`config.mk`:
```
export PLATFORM = sky130hd
export DESIGN_NAME = xcorr_peak_tracker
export DESIGN_NICKNAME = d
export VERILOG_FILES = /design/src/rtl/xcorr_pkg.sv /design/src/rtl/xcorr_abs_sat.sv /design/src/rtl/xcorr_peak_tracker.sv
export SDC_FILE = /design/constraint.sdc
export NUM_CORES = 1
export LEC_CHECK = 0
export CORE_ASPECT_RATIO = 2
export CORE_MARGIN = 2
export CORE_UTILIZATION = 45
export DETAILED_ROUTE_END_ITERATION = 7
export MAX_ROUTING_LAYER = met4
export PLACE_DENSITY = 0.73
export SLEW_MARGIN = 20
export SYNTH_ARGS = -nofsm -noshare
export SYNTH_HDL_FRONTEND = slang
export SYNTH_HIERARCHICAL = 1
export SYNTH_SLANG_ARGS = --single-unit
```
`constraint.sdc`:
```
create_clock -name clk_60MHz -period 15.5 [get_ports clk_60MHz]
set_clock_uncertainty 0.2 [all_clocks]
set_input_delay 2.325 -clock clk_60MHz [delete_from_list [all_inputs] [get_ports clk_60MHz]]
set_output_delay 2.325 -clock clk_60MHz [all_outputs]
set_load 0.02 [all_outputs]
```
`src/rtl/xcorr_pkg.sv`:
```
// Shared definitions for the cross-correlation peak tracker: FSM state
// encoding, width helpers, and the saturation ceiling for |xcorr|.
package xcorr_pkg;

    typedef enum logic [1:0] {
        IDLE  = 2'd0,
        SWEEP = 2'd1,
        DONE  = 2'd2
    } state_t;

    // Signed lag width: enough for -lagnum..+lagnum with margin for the sign.
    function automatic int lag_width(input int lagnum);
        return $clog2(2 * lagnum + 1) + 1;
    endfunction

    // Channel tag width; a single channel still gets one bit.
    function automatic int ch_width(input int nch);
        return (nch > 1) ? $clog2(nch) : 1;
    endfunction

    // Largest magnitude representable in dw-1 unsigned bits: 2^(dw-1)-1.
    function automatic logic [63:0] sat_abs_max(input int dw);
        return (64'd1 << (dw - 1)) - 64'd1;
    endfunction

endpackage

```
`src/rtl/xcorr_abs_sat.sv`:
```
// Signed-to-magnitude conversion with saturation. The most negative input
// has no positive twin in DW bits, so it is clamped to 2^(DW-1)-1.
module xcorr_abs_sat
    import xcorr_pkg::*;
#(
    parameter int DW = 33
) (
    input  logic signed [DW-1:0] din,
    output logic        [DW-2:0] mag
);

    localparam logic [63:0]          SAT_MAX  = sat_abs_max(DW);
    localparam logic signed [DW-1:0] MOST_NEG = {1'b1, {(DW - 1){1'b0}}};

    logic signed [DW-1:0] neg;

    assign neg = -din;

    // Pick the magnitude, clamping the one value whose negation overflows
    always_comb begin
        // NOTE: output gets a default before any branch so no latch is inferred.
        mag = din[DW-2:0];
        if (din == MOST_NEG) begin
            mag = SAT_MAX[DW-2:0];
        end else if (din[DW-1]) begin
            mag = neg[DW-2:0];
        end
    end

endmodule

```
`src/rtl/xcorr_peak_tracker.sv`:
```
// Per-channel lag-of-maximum search over an interleaved xcorr sweep.
// Samples arrive lag-major (lag ascending, channels 0..NCH-1 within a lag);
// at the end of a sweep all lags and peaks are published with res_valid.
// Optional feature macro: XCORR_PEAK_THRESH_EN adds a 'thresh' input that
// qualifies each channel's peak and zeroes the lag of unqualified channels.
module xcorr_peak_tracker
    import xcorr_pkg::*;
#(
    parameter int NCH    = 4,
    parameter int LAGNUM = 10,
    parameter int DW     = 33
) (
    input  logic                                   clk_60MHz,
    input  logic                                   rst,
    input  logic                                   sweep_start,
    input  logic                                   xc_valid,
    output logic                                   xc_ready,
    input  logic [ch_width(NCH)-1:0]               xc_ch,
    input  logic signed [DW-1:0]                   xc_data,
`ifdef XCORR_PEAK_THRESH_EN
    input  logic [DW-2:0]                          thresh,
`endif
    output logic signed [NCH*lag_width(LAGNUM)-1:0] lag_out,
    output logic [NCH*(DW-1)-1:0]                  peak_out,
    output logic [NCH-1:0]                         peak_ok,
    output logic                                   res_valid,
    output logic                                   busy,
    output logic                                   seq_err
);

    localparam int LAGW = lag_width(LAGNUM);
    localparam int CHW  = ch_width(NCH);

    localparam logic signed [LAGW-1:0] LAG_MIN = LAGW'(-LAGNUM);
    localparam logic signed [LAGW-1:0] LAG_MAX = LAGW'(LAGNUM);
    localparam logic        [CHW-1:0]  CH_LAST = CHW'(NCH - 1);

    state_t                 state, state_nxt;
    logic signed [LAGW-1:0] lag_cnt;
    logic        [CHW-1:0]  ch_cnt;
    logic        [DW-2:0]   mag;
    logic                   accept;
    logic                   first_lag;
    logic                   last_xfer;
    logic        [NCH-1:0]  ok_nxt;

    logic        [DW-2:0]   max_r   [NCH];
    logic        [DW-2:0]   max_nxt [NCH];
    logic signed [LAGW-1:0] arg_r   [NCH];
    logic signed [LAGW-1:0] arg_nxt [NCH];

    xcorr_abs_sat #(.DW(DW)) u_abs (
        .din (xc_data),
        .mag (mag)
    );

    // A restart request beats a coincident sample: that sample is dropped.
    assign accept    = (state == SWEEP) && xc_valid && !sweep_start;
    assign first_lag = (lag_cnt == LAG_MIN);
    assign last_xfer = (lag_cnt == LAG_MAX) && (ch_cnt == CH_LAST);

    // State register
    always_ff @(posedge clk_60MHz or posedge rst) begin
        // NOTE: sequential state is written with non-blocking assignments only.
        if (rst) state <= IDLE;
        else     state <= state_nxt;
    end

    // Next-state decode and handshake/status outputs
    always_comb begin
        state_nxt = state;
        xc_ready  = 1'b0;
        busy      = 1'b0;
        res_valid = 1'b0;
        unique case (state)
            IDLE: begin
                if (sweep_start) state_nxt = SWEEP;
            end
            SWEEP: begin
                xc_ready = 1'b1;
                busy     = 1'b1;
                if (sweep_start)              state_nxt = SWEEP;
                else if (accept && last_xfer) state_nxt = DONE;
            end
            DONE: begin
                res_valid = 1'b1;
                state_nxt = sweep_start ? SWEEP : IDLE;
            end
            default: state_nxt = IDLE;
        endcase
    end

    // Fold the current sample into its channel's running max; the first lag
    // loads unconditionally and later lags win only when strictly larger
    always_comb begin
        max_nxt = max_r;
        arg_nxt = arg_r;
        if (accept && (first_lag || (mag > max_r[ch_cnt]))) begin
            max_nxt[ch_cnt] = mag;
            arg_nxt[ch_cnt] = lag_cnt;
        end
    end

    // Peak qualification applied when results are published
    always_comb begin
`ifdef XCORR_PEAK_THRESH_EN
        ok_nxt = '0;
        for (int c = 0; c < NCH; c++) begin
            ok_nxt[c] = (max_nxt[c] >= thresh);
        end
`else
        ok_nxt = '1;
`endif
    end

    // Tracker storage
    always_ff @(posedge clk_60MHz) begin
        // NOTE: no reset on the tracker array; the first lag of every sweep
        // overwrites each entry before it can influence a published result.
        max_r <= max_nxt;
        arg_r <= arg_nxt;
    end

    // Sweep counters, sticky sequence error and published result registers
    always_ff @(posedge clk_60MHz or posedge rst) begin
        if (rst) begin
            lag_cnt  <= LAG_MIN;
            ch_cnt   <= '0;
            seq_err  <= 1'b0;
            lag_out  <= '0;
            peak_out <= '0;
            peak_ok  <= '0;
        end else if (sweep_start) begin
            lag_cnt <= LAG_MIN;
            ch_cnt  <= '0;
            seq_err <= 1'b0;
        end else if (accept) begin
            if (xc_ch != ch_cnt) seq_err <= 1'b1;
            if (ch_cnt == CH_LAST) begin
                ch_cnt  <= '0;
                lag_cnt <= lag_cnt + LAGW'(1);
            end else begin
                ch_cnt  <= ch_cnt + CHW'(1);
            end
            // The last channel's final update is taken from max_nxt so the
            // results land together with the DONE state.
            if (last_xfer) begin
                for (int c = 0; c < NCH; c++) begin
                    peak_out[c*(DW-1) +: DW-1] <= max_nxt[c];
                    lag_out[c*LAGW +: LAGW]    <= ok_nxt[c] ? arg_nxt[c] : '0;
                end
                peak_ok <= ok_nxt;
            end
        end
    end

endmodule
```
==> impl_metrics.yaml, run 1 <==
outcome:
  status: "complete, no violations"
routing:
  drt_iter0_markers: 858
  num_vias: 11600
  wl_um: 40100
  wl_per_cell_um: 19.7
  dr.pass1.iters: 6
  viasPerCell: 5.69
  antenna_left: 0
  drc: 0
sta:
  final-hold-violation-count: 0
  fin_crit_sh: 0.528
  final.setup.tns_ns: 0
  rsz0062_at_grt: "no"
  clock.fmax_mhz: 122
  final.setup.worst_slack_ns: 7.31
  setup_viol: 0
  max_slew_margin: 0.217
  slew_violations: 0
  tightest_slew_ns: 1.17
  timing.hold.ws_ns: 0.235
  timing.final.crit_period_ns: 8.19
critical_path:
  worstSetupStartpoint: "xc_data[10]"
  critPathArrivalTime_ns: 8.46
  worst_ep_required_time_ns: 15.77
  crit_path_end_kind: "flop"
  crit_type: "primary input to flop"
  slowest_delay_ns: 1.10
  slowest_stage: "o311ai_4"
  path_cells: "clkdlybuf4s50_1 > nor4_1 > nand3_1 > or4b_4 > nand2_1 > ha_1 > nand4_1 > inv_1 > a221oi_1 > o211ai_2 > o311ai_4 > buf_4 > nand2_1 > a31oi_1"
  r2r-start: "ch_cnt[0]"
  path_max_fanout: 30
  crit_path_start_kind: "primary input"
  worst_path_most_repeated_cell: "nand2_1"
floorplanning:
  die_w_um: 127
  io_pins: 199
  initial_utilization: 0.455
  die_h_um: 251
  dieArea_um2: 31900
  placementRows: 90
  core_um2: 30100
grt:
  antenna_found_initial: 4
  first_global_vias: 11700
  grt_pass1_wl_um: 62400
  use_met3: 0.0265
  grt_max_degree: 177
  overflow: 0
  track_usage: 0.257
  grt.busiest_layer: "met2"
  use_met1: 0.278
  use_met2: 0.445
pwr:
  p_per_area_nw_per_um2: 141
  total_leakage_power_nw: 7.69
  peakVddDrop_uv: 94.1
  total_power_mw: 2.38
clock_network:
  cts_tree: "built"
  clkTransAtPathRegs_ns: 0.07
  root_buffer: "clkbuf_16"
  insertion_delay_ns: 0.57
  clock_tree.buffer_depth: 3
  cts_resized: 0
  htree_num_levels: 1
  cts_sinks: 316
  hold_buffers: 0
  cts_made_buffers: 28
  post-cts-setup-buffer-count: 0
logic_synthesis:
  syn_avg_cell_area_um2: 9.16
  syn_inst: 1494
  syn-num-nets: 1572
  synth-main-ff-cell: "dfrtp_1"
  ys_ff_latch: 316
  yosysUniqueCellTypes: 58
  synth_edf_count: 0
  synth_area_um2: 13700
  yosysWarnings: 6
  seq_area_frac_synth: 0.523
  synth-async-reset-ratio: 0.519
finish:
  post-route-cell-area_um2: 16900
  syn_to_final_growth_pct: 23.4
  final_cells: 2035
  nNetsFinal: 1719
  layout-drive-gt1-share: 0.0752
  multiInputGateArea_um2: 5970
  fin_util: 0.561
  seqCellArea_um2: 7150
  fillers: 2616
place:
  dpl_cell_area_um2: 15800
  hpwl_um: 27300
  place_inst: 1979
  gp_congestion: 0.889
  place_ws_ns: 6.89
  io_buffers: 198
job:
  maxCapViolations: 0
worst_hold_path:
  hp-start: "arg_r[16]"
  hold_path.class: "flop to flop"
## cell usage after synthesis (all sizes together), types with 3 or more instances
cell type,instances,area share
a31oi,132,0.060
nand3,9,0.0033
o211ai,3,0.0020
or4,4,0.0025
mux2,8,0.0077
nor3,8,0.0037
nand4,11,0.0050
buf,35,0.018
xnor2,5,0.0032
mux4,32,0.053
ha,39,0.036
nand2,499,0.14
nand2b,5,0.0023
o21ai,24,0.0088
xor2,27,0.017
and3,3,0.0014
clkbuf,56,0.015
dfxtp,152,0.22
or3,3,0.0017
inv,42,0.012
nor4,7,0.0041
o41ai,6,0.0038
a21oi,21,0.0080
o31ai,11,0.0060
dfrtp,160,0.29
o311ai,4,0.0038
o311a,4,0.0037
nor2b,6,0.0027
nor2,154,0.042
dfstp,4,0.0077
## final cells by class
type	count	share of cell area
Timing Repair Buffer	208	0.122
Tap cell	368	0.0273
Multi-Input combinational cell	1045	0.354
Clock inverter	17	0.0166
Inverter	42	0.0101
Sequential cell	316	0.424
Clock buffer	35	0.0454
Antenna cell	4	0.000593
## logic make-up (layout without fill, tap and decap cells)
kind of cell	after synthesis	in the layout	synth area share
buffers and inverters	133	302	0.0447
XOR/XNOR	32	32	0.0205
AO/OA/AOI/OAI	216	216	0.104
other	0	4	0
AND/OR/NAND/NOR	716	716	0.211
multiplexers	42	42	0.0618
flip-flops	316	316	0.523
adder cells (fa/ha/maj)	39	39	0.0357
## metal layers
| layer | routed length, um | vias to the layer above |
|---|---|---|
| li1 | - | 5360 |
| met1 | 14700 | 5635 |
| met2 | 20700 | 449 |
| met3 | 1890 | 144 |
| met4 | 2800 | 0 |
| met5 | 0 | - |
## layout by cell type, fill, tap and decap left out, drive strengths merged, types with 11 or more instances in the layout
cell type	netlist	layout
o31ai	11	11
ha	39	39
o21ai	24	24
mux4	32	32
nand4	11	11
clkbuf	56	35
dfxtp	152	152
inv	42	42
xor2	27	27
nand2	499	499
nor2	154	154
a21oi	21	21
clkdlybuf4s50	0	198
a31oi	132	132
dfrtp	160	160
## critical path: cells and delay by family
family                   cells  cell delay (ns)
AND/OR/NAND/NOR              6             2.67
AO/OA/AOI/OAI                4             2.17
buffers and inverters        3             0.99
adder cells (fa/ha/maj)      1             0.30
## power breakdown
group,internal (mW),switching (mW)
sequential,0.985,0.0833
combinational,0.211,0.314
clock,0.469,0.322
total,1.66,0.719
## flip-flops by register name, summed over array words and instances (netlist names)
signal    flops
lag_cnt       6
ch_cnt        2
arg_r        24
seq_err       1
peak_out    128
state         2
peak_ok       1
max_r       128
lag_out      24
## final timing paths
check,slack [ns],cells past startpoint,endpoint
worst min-delay path,0.23,2,arg_r[16]
worst min register to register,0.23,2,arg_r[16]
worst max-delay path,7.31,14,peak_out[19]
min in group asynchronous,2.12,2,peak_ok[0]
worst max register to register,10.00,12,peak_out[19]
max in group asynchronous,11.67,3,ch_cnt[1]
Power figures use the tool's default switching activity.
==> inputs of run 2 (changes only) <==
--- a/config.mk
+++ b/config.mk
@@ -10,7 +10,7 @@
 export CORE_UTILIZATION = 45
 export DETAILED_ROUTE_END_ITERATION = 7
 export MAX_ROUTING_LAYER = met4
-export PLACE_DENSITY = 0.73
+export PLACE_DENSITY = 0.76
 export SLEW_MARGIN = 20
 export SYNTH_ARGS = -nofsm -noshare
 export SYNTH_HDL_FRONTEND = slang
==> constraint.sdc (replaced) <==
create_clock -name clk_60MHz -period 7 [get_ports clk_60MHz]
set_clock_uncertainty 0.2 [all_clocks]
set_input_delay 1.05 -clock clk_60MHz [delete_from_list [all_inputs] [get_ports clk_60MHz]]
set_output_delay 1.05 -clock clk_60MHz [all_outputs]
set_load 0.02 [all_outputs]
==> impl_metrics.yaml, run 2 (same netlist as run 1, synthesis figures left out) <==
outcome:
  status: "complete, no violations"
critical_path:
  reg2reg_slack_ns: 1.90
  slowest_delay_ns: 0.76
  path_cells: "clkdlybuf4s50_1 > nor4_2 > nand3_1 > o41ai_1 > xor2_1 > nand2_1 > ha_1 > nand4_1 > inv_1 > a221oi_1 > o211ai_2 > o311ai_4 > buf_4 > nand2_1 > a31oi_1"
  crit_path_start_kind: "primary input"
  worst_path_most_repeated_cell: "nand2_1"
  critPathArrivalTime_ns: 6.34
  worst_ep_required_time_ns: 7.27
  slowest_stage: "o311ai_4"
  cp_num_buf_inv: 3
  path_max_fanout: 15
  crit_type: "primary input to flop"
  crit_path_end_kind: "flop"
  crit_family: "compound AO/OA/AOI/OAI gates"
finish:
  top_regs: "max_r: 128 flops, peak_out: 128 flops"
  nNetsFinal: 1732
  syn_to_final_growth_pct: 23.4
  layout_common_cells: "499 x nand2_1, 198 x clkdlybuf4s50_1, 158 x dfrtp_1"
  layout-drive-gt1-share: 0.0806
  layout_commonest_cell: "nand2_1"
sta:
  tightest_slew_ns: 1.09
  slew_violations: 0
  final-hold-violation-count: 0
  final.setup.tns_ns: 0
  max_slew_margin: 0.275
  fin_crit_sh: 0.868
  timing.final.crit_period_ns: 6.07
  clock.fmax_mhz: 165
  setup_viol: 0
  rsz0062_at_grt: "no"
  final.setup.worst_slack_ns: 0.927
grt:
  grt_max_degree: 195
  track_usage: 0.258
  antenna_found_initial: 1
  grt_pass1_wl_um: 63000
  first_global_vias: 11900
  overflow: 0
floorplanning:
  core_um2: 30100
  dieArea_um2: 31900
  initial_utilization: 0.455
  placementRows: 90
  die_h_um: 251
  io_pins: 199
  die_w_um: 127
routing:
  dr.pass1.iters: 6
  wl_per_cell_um: 19.6
  wl_met2_um: 20600
  wl_met1_um: 14100
  num_vias: 11700
  drt_iter0_markers: 873
  dr.max_layer_used: "met4"
  wl_met3_um: 2080
  viasPerCell: 5.72
  wl_um: 40000
  drc: 0
  antenna_left: 0
clock_network:
  post-cts-setup-buffer-count: 0
  cts_made_buffers: 27
  root_buffer: "clkbuf_16"
  cts_resized: 0
  clock_tree.buffer_depth: 3
  clkTransAtPathRegs_ns: 0.07
  hold_buffers: 0
  cts_sinks: 316
  htree_num_levels: 1
  insertion_delay_ns: 0.55
  cts_tree: "built"
pwr:
  p_per_area_nw_per_um2: 306
  peakVddDrop_uv: 269
  total_leakage_power_nw: 7.72
place:
  io_buffers: 198
  place_ws_ns: 0.508
  hpwl_um: 27600
  gp_congestion: 0.911
worst_hold_path:
  hold_path.class: "flop to flop"
job:
  maxCapViolations: 0
[run 2: path summary, 6_finish.rpt]
kind                            start            end  depth (start not counted)
max                        xc_data[6]  peak_out[120]                         15
min in group asynchronous         rst     peak_ok[0]                          2
min reg2reg                 arg_r[14]      arg_r[14]                          2
max in group asynchronous         rst   peak_out[91]                          3
max reg2reg                 ch_cnt[0]  peak_out[120]                         12
min                         arg_r[14]      arg_r[14]                          2
[run 2: final cells by class]
cell class | instances | area [um2]
repair buffers | 222 | 2160
clock buffers | 36 | 749
inverters | 42 | 170
multi-input cells | 1045 | 5970
fillers | 2559 | 13200
diodes | 1 | 2.50
flip-flops and latches | 316 | 7150
clock inverters | 14 | 213
well taps | 368 | 460
[run 2: power breakdown]
part | total (mW) | switching, mW | internal (mW)
Combinational | 1.16 | 0.690 | 0.471
Clock | 1.64 | 0.699 | 0.945
Sequential | 2.37 | 0.190 | 2.18
[run 2: layer usage]
layer,global-route usage,vias up
met4,0.187,0
met3,0.0248,161
li1,-,5381
met2,0.438,502
met1,0.278,5647
met5,-,-
[run 2: per-stage QoR]
stage | hold slack, ns | util | instance area, um2 | power (mW) | instances
6_report | 0.235 | 0.562 | 16900 | 5.17 | 2044
5_1_grt | 0.264 | 0.562 | 16900 | 5.45 | 2044
4_1_cts | 0.239 | 0.562 | 16900 | 5.19 | 2043
3_5_place_dp | 0.222 | 0.530 | 15900 | 3.55 | 1993
3_3_place_gp | 0.213 | 0.530 | 15900 | 3.47 | 1993
2_1_floorplan | 0.205 | - | 13700 | 3.20 | 1494
[run 2: tightest hold or removal path, delay by kind of cell (launching register included)]
kind	cells	cell delay, ns
flops	1	0.31
simple gates	2	0.10
==> inputs of run 3 (changes only) <==
--- a/config.mk
+++ b/config.mk
@@ -9,6 +9,7 @@
 export CORE_MARGIN = 2
 export CORE_UTILIZATION = 45
 export DETAILED_ROUTE_END_ITERATION = 7
+export GPL_ROUTABILITY_DRIVEN = 0
 export MAX_ROUTING_LAYER = met4
 export PLACE_DENSITY = 0.76
 export SLEW_MARGIN = 20
==> constraint.sdc (replaced) <==
create_clock -name clk_60MHz -period 5.4 [get_ports clk_60MHz]
set_clock_uncertainty 0.2 [all_clocks]
set_input_delay 0.81 -clock clk_60MHz [delete_from_list [all_inputs] [get_ports clk_60MHz]]
set_output_delay 0.81 -clock clk_60MHz [all_outputs]
set_load 0.02 [all_outputs]
==> impl_metrics.yaml, run 3 (same netlist as run 1, synthesis figures left out) <==
critical_path:
  crit_path_end_kind: "flop"
  slowest_stage: "or4b_4"
  cp_num_buf_inv: 5
  path_cells: "clkdlybuf4s50_1 > nor4_1 > nand3_1 > buf_4 > or4b_4 > buf_4 > o211ai_1 > ha_1 > nor2b_1 > o211ai_1 > a2111o_1 > a21oi_2 > buf_4 > o311a_2 > buf_12 > nand2_1 > a31oi_1"
  r2r-end: "peak_out[88]"
  reg2reg_slack_ns: 1.20
  r2r-start: "ch_cnt[0]"
  r2r_cells: 13
  crit_path_start_kind: "primary input"
  slowest_delay_ns: 0.59
  worst_ep_required_time_ns: 5.66
  crit_type: "primary input to flop"
  critPathArrivalTime_ns: 5.42
  path_max_fanout: 15
  crit_family: "simple AND/OR/NAND/NOR gates"
  worst_path_most_repeated_cell: "buf_4"
finish:
  syn_to_final_growth_pct: 27.5
  antennaDiodeCount: 0
  layout-drive-gt1-share: 0.115
  fin_util: 0.580
  layout_commonest_cell: "nand2_1"
  layout_common_cells: "499 x nand2_1, 198 x clkdlybuf4s50_1, 158 x dfrtp_1"
  top_regs: "max_r: 128 flops, peak_out: 128 flops"
  fillers: 2529
  nNetsFinal: 1797
place:
  io_buffers: 198
  place_ws_ns: -0.205
  hpwl_um: 29200
worst_hold_path:
  hold_depth: 2
  hold_path.class: "flop to flop"
  hp-start: "arg_r[20]"
  hold_path_end: "arg_r[20]"
clock_network:
  insertion_delay_ns: 0.55
  clock_tree.buffer_depth: 3
  root_buffer: "clkbuf_16"
  cts_made_buffers: 27
  htree_num_levels: 1
  hold_buffers: 0
  post-cts-setup-buffer-count: 0
  clkTransAtPathRegs_ns: 0.07
  cts_resized: 0
  cts_sinks: 316
  cts_tree: "built"
grt:
  track_usage: 0.267
  first_global_vias: 12000
  grt_max_degree: 105
  grt_pass1_wl_um: 64400
  antenna_found_initial: 0
  overflow: 0
floorplanning:
  placementRows: 90
  die_w_um: 127
  dieArea_um2: 31900
  initial_utilization: 0.455
  die_h_um: 251
  core_um2: 30100
  io_pins: 199
routing:
  num_vias: 11900
  wl_um: 41600
  drc: 0
  viasPerCell: 5.64
  wl_per_cell_um: 19.7
  antenna_left: 0
  drt_iter0_markers: 876
  dr.pass1.iters: 6
sta:
  clock.fmax_mhz: 194
  final.setup.tns_ns: 0
  rsz0062_at_grt: "no"
  tightest_slew_ns: 0.813
  final.setup.worst_slack_ns: 0.240
  max_slew_margin: 0.453
  timing.final.crit_period_ns: 5.16
  fin_crit_sh: 0.956
  timing.hold.ws_ns: 0.233
  final-hold-violation-count: 0
  slew_violations: 0
  setup_viol: 0
pwr:
  total_power_mw: 6.76
  p_per_area_nw_per_um2: 387
  peakVddDrop_uv: 264
  total_leakage_power_nw: 8.04
job:
  maxCapViolations: 0
outcome:
  status: "complete, no violations"
## run 3: changes by cell type in the layout (fill, tap and decap cells not counted), sizes merged
cell / change
inv: -4
clkbuf: -1
bufinv: -1
clkinvlp: +4
clkinv: +1
buf: +65
diode: -1
## run 3: cell type report
class	count	area (um2)	area share
clock buffers	35	746	0.0427
repair buffers	287	2760	0.158
well taps	368	460	0.0264
inverters	42	169	0.00968
multi-input cells	1045	5970	0.342
flip-flops and latches	316	7150	0.410
clock inverters	14	184	0.0105
## run 3: how the worst max path moves through the flow
stage / cells past startpoint / start / to
2_1_floorplan: 17 / xc_data[0] / peak_out[102]
3_3_place_gp: 17 / xc_data[6] / peak_out[74]
3_5_place_dp: 17 / xc_data[6] / lag_out[0]
4_1_cts: 17 / xc_data[6] / lag_out[0]
5_1_grt: 17 / xc_data[10] / peak_out[19]
6_report: 17 / xc_data[10] / peak_out[88]
## run 3: power by group
| group | switching (mW) | internal (mW) |
|---|---|---|
| Clock | 0.899 | 1.17 |
| Sequential | 0.247 | 2.83 |
| Combinational | 0.924 | 0.692 |
| Total | 2.07 | 4.69 |
## run 3: per-layer routing
| metal | part of all wire | global-route usage | wire (um) | vias up |
|---|---|---|---|---|
| met3 | 0.048 | 0.0258 | 2020 | 145 |
| met2 | 0.52 | 0.467 | 21700 | 484 |
| met5 | 0 | - | 0 | - |
| met4 | 0.074 | 0.173 | 3070 | 0 |
| li1 | - | - | - | 5515 |
| met1 | 0.36 | 0.284 | 14800 | 5729 |
## run 3: metrics by stage
stage	std cells	cell area (um2)
final	2107	17500
after global routing	2107	17500
after CTS	2107	17500
after detailed placement	2058	16500
after global placement	2058	16500
after floorplan	1494	13700
## run 3: worst min-delay path: stages, from the launching register on
cell and delay [ns]:
dfxtp_1 0.31, nand2_1 0.05, nand2_1 0.05
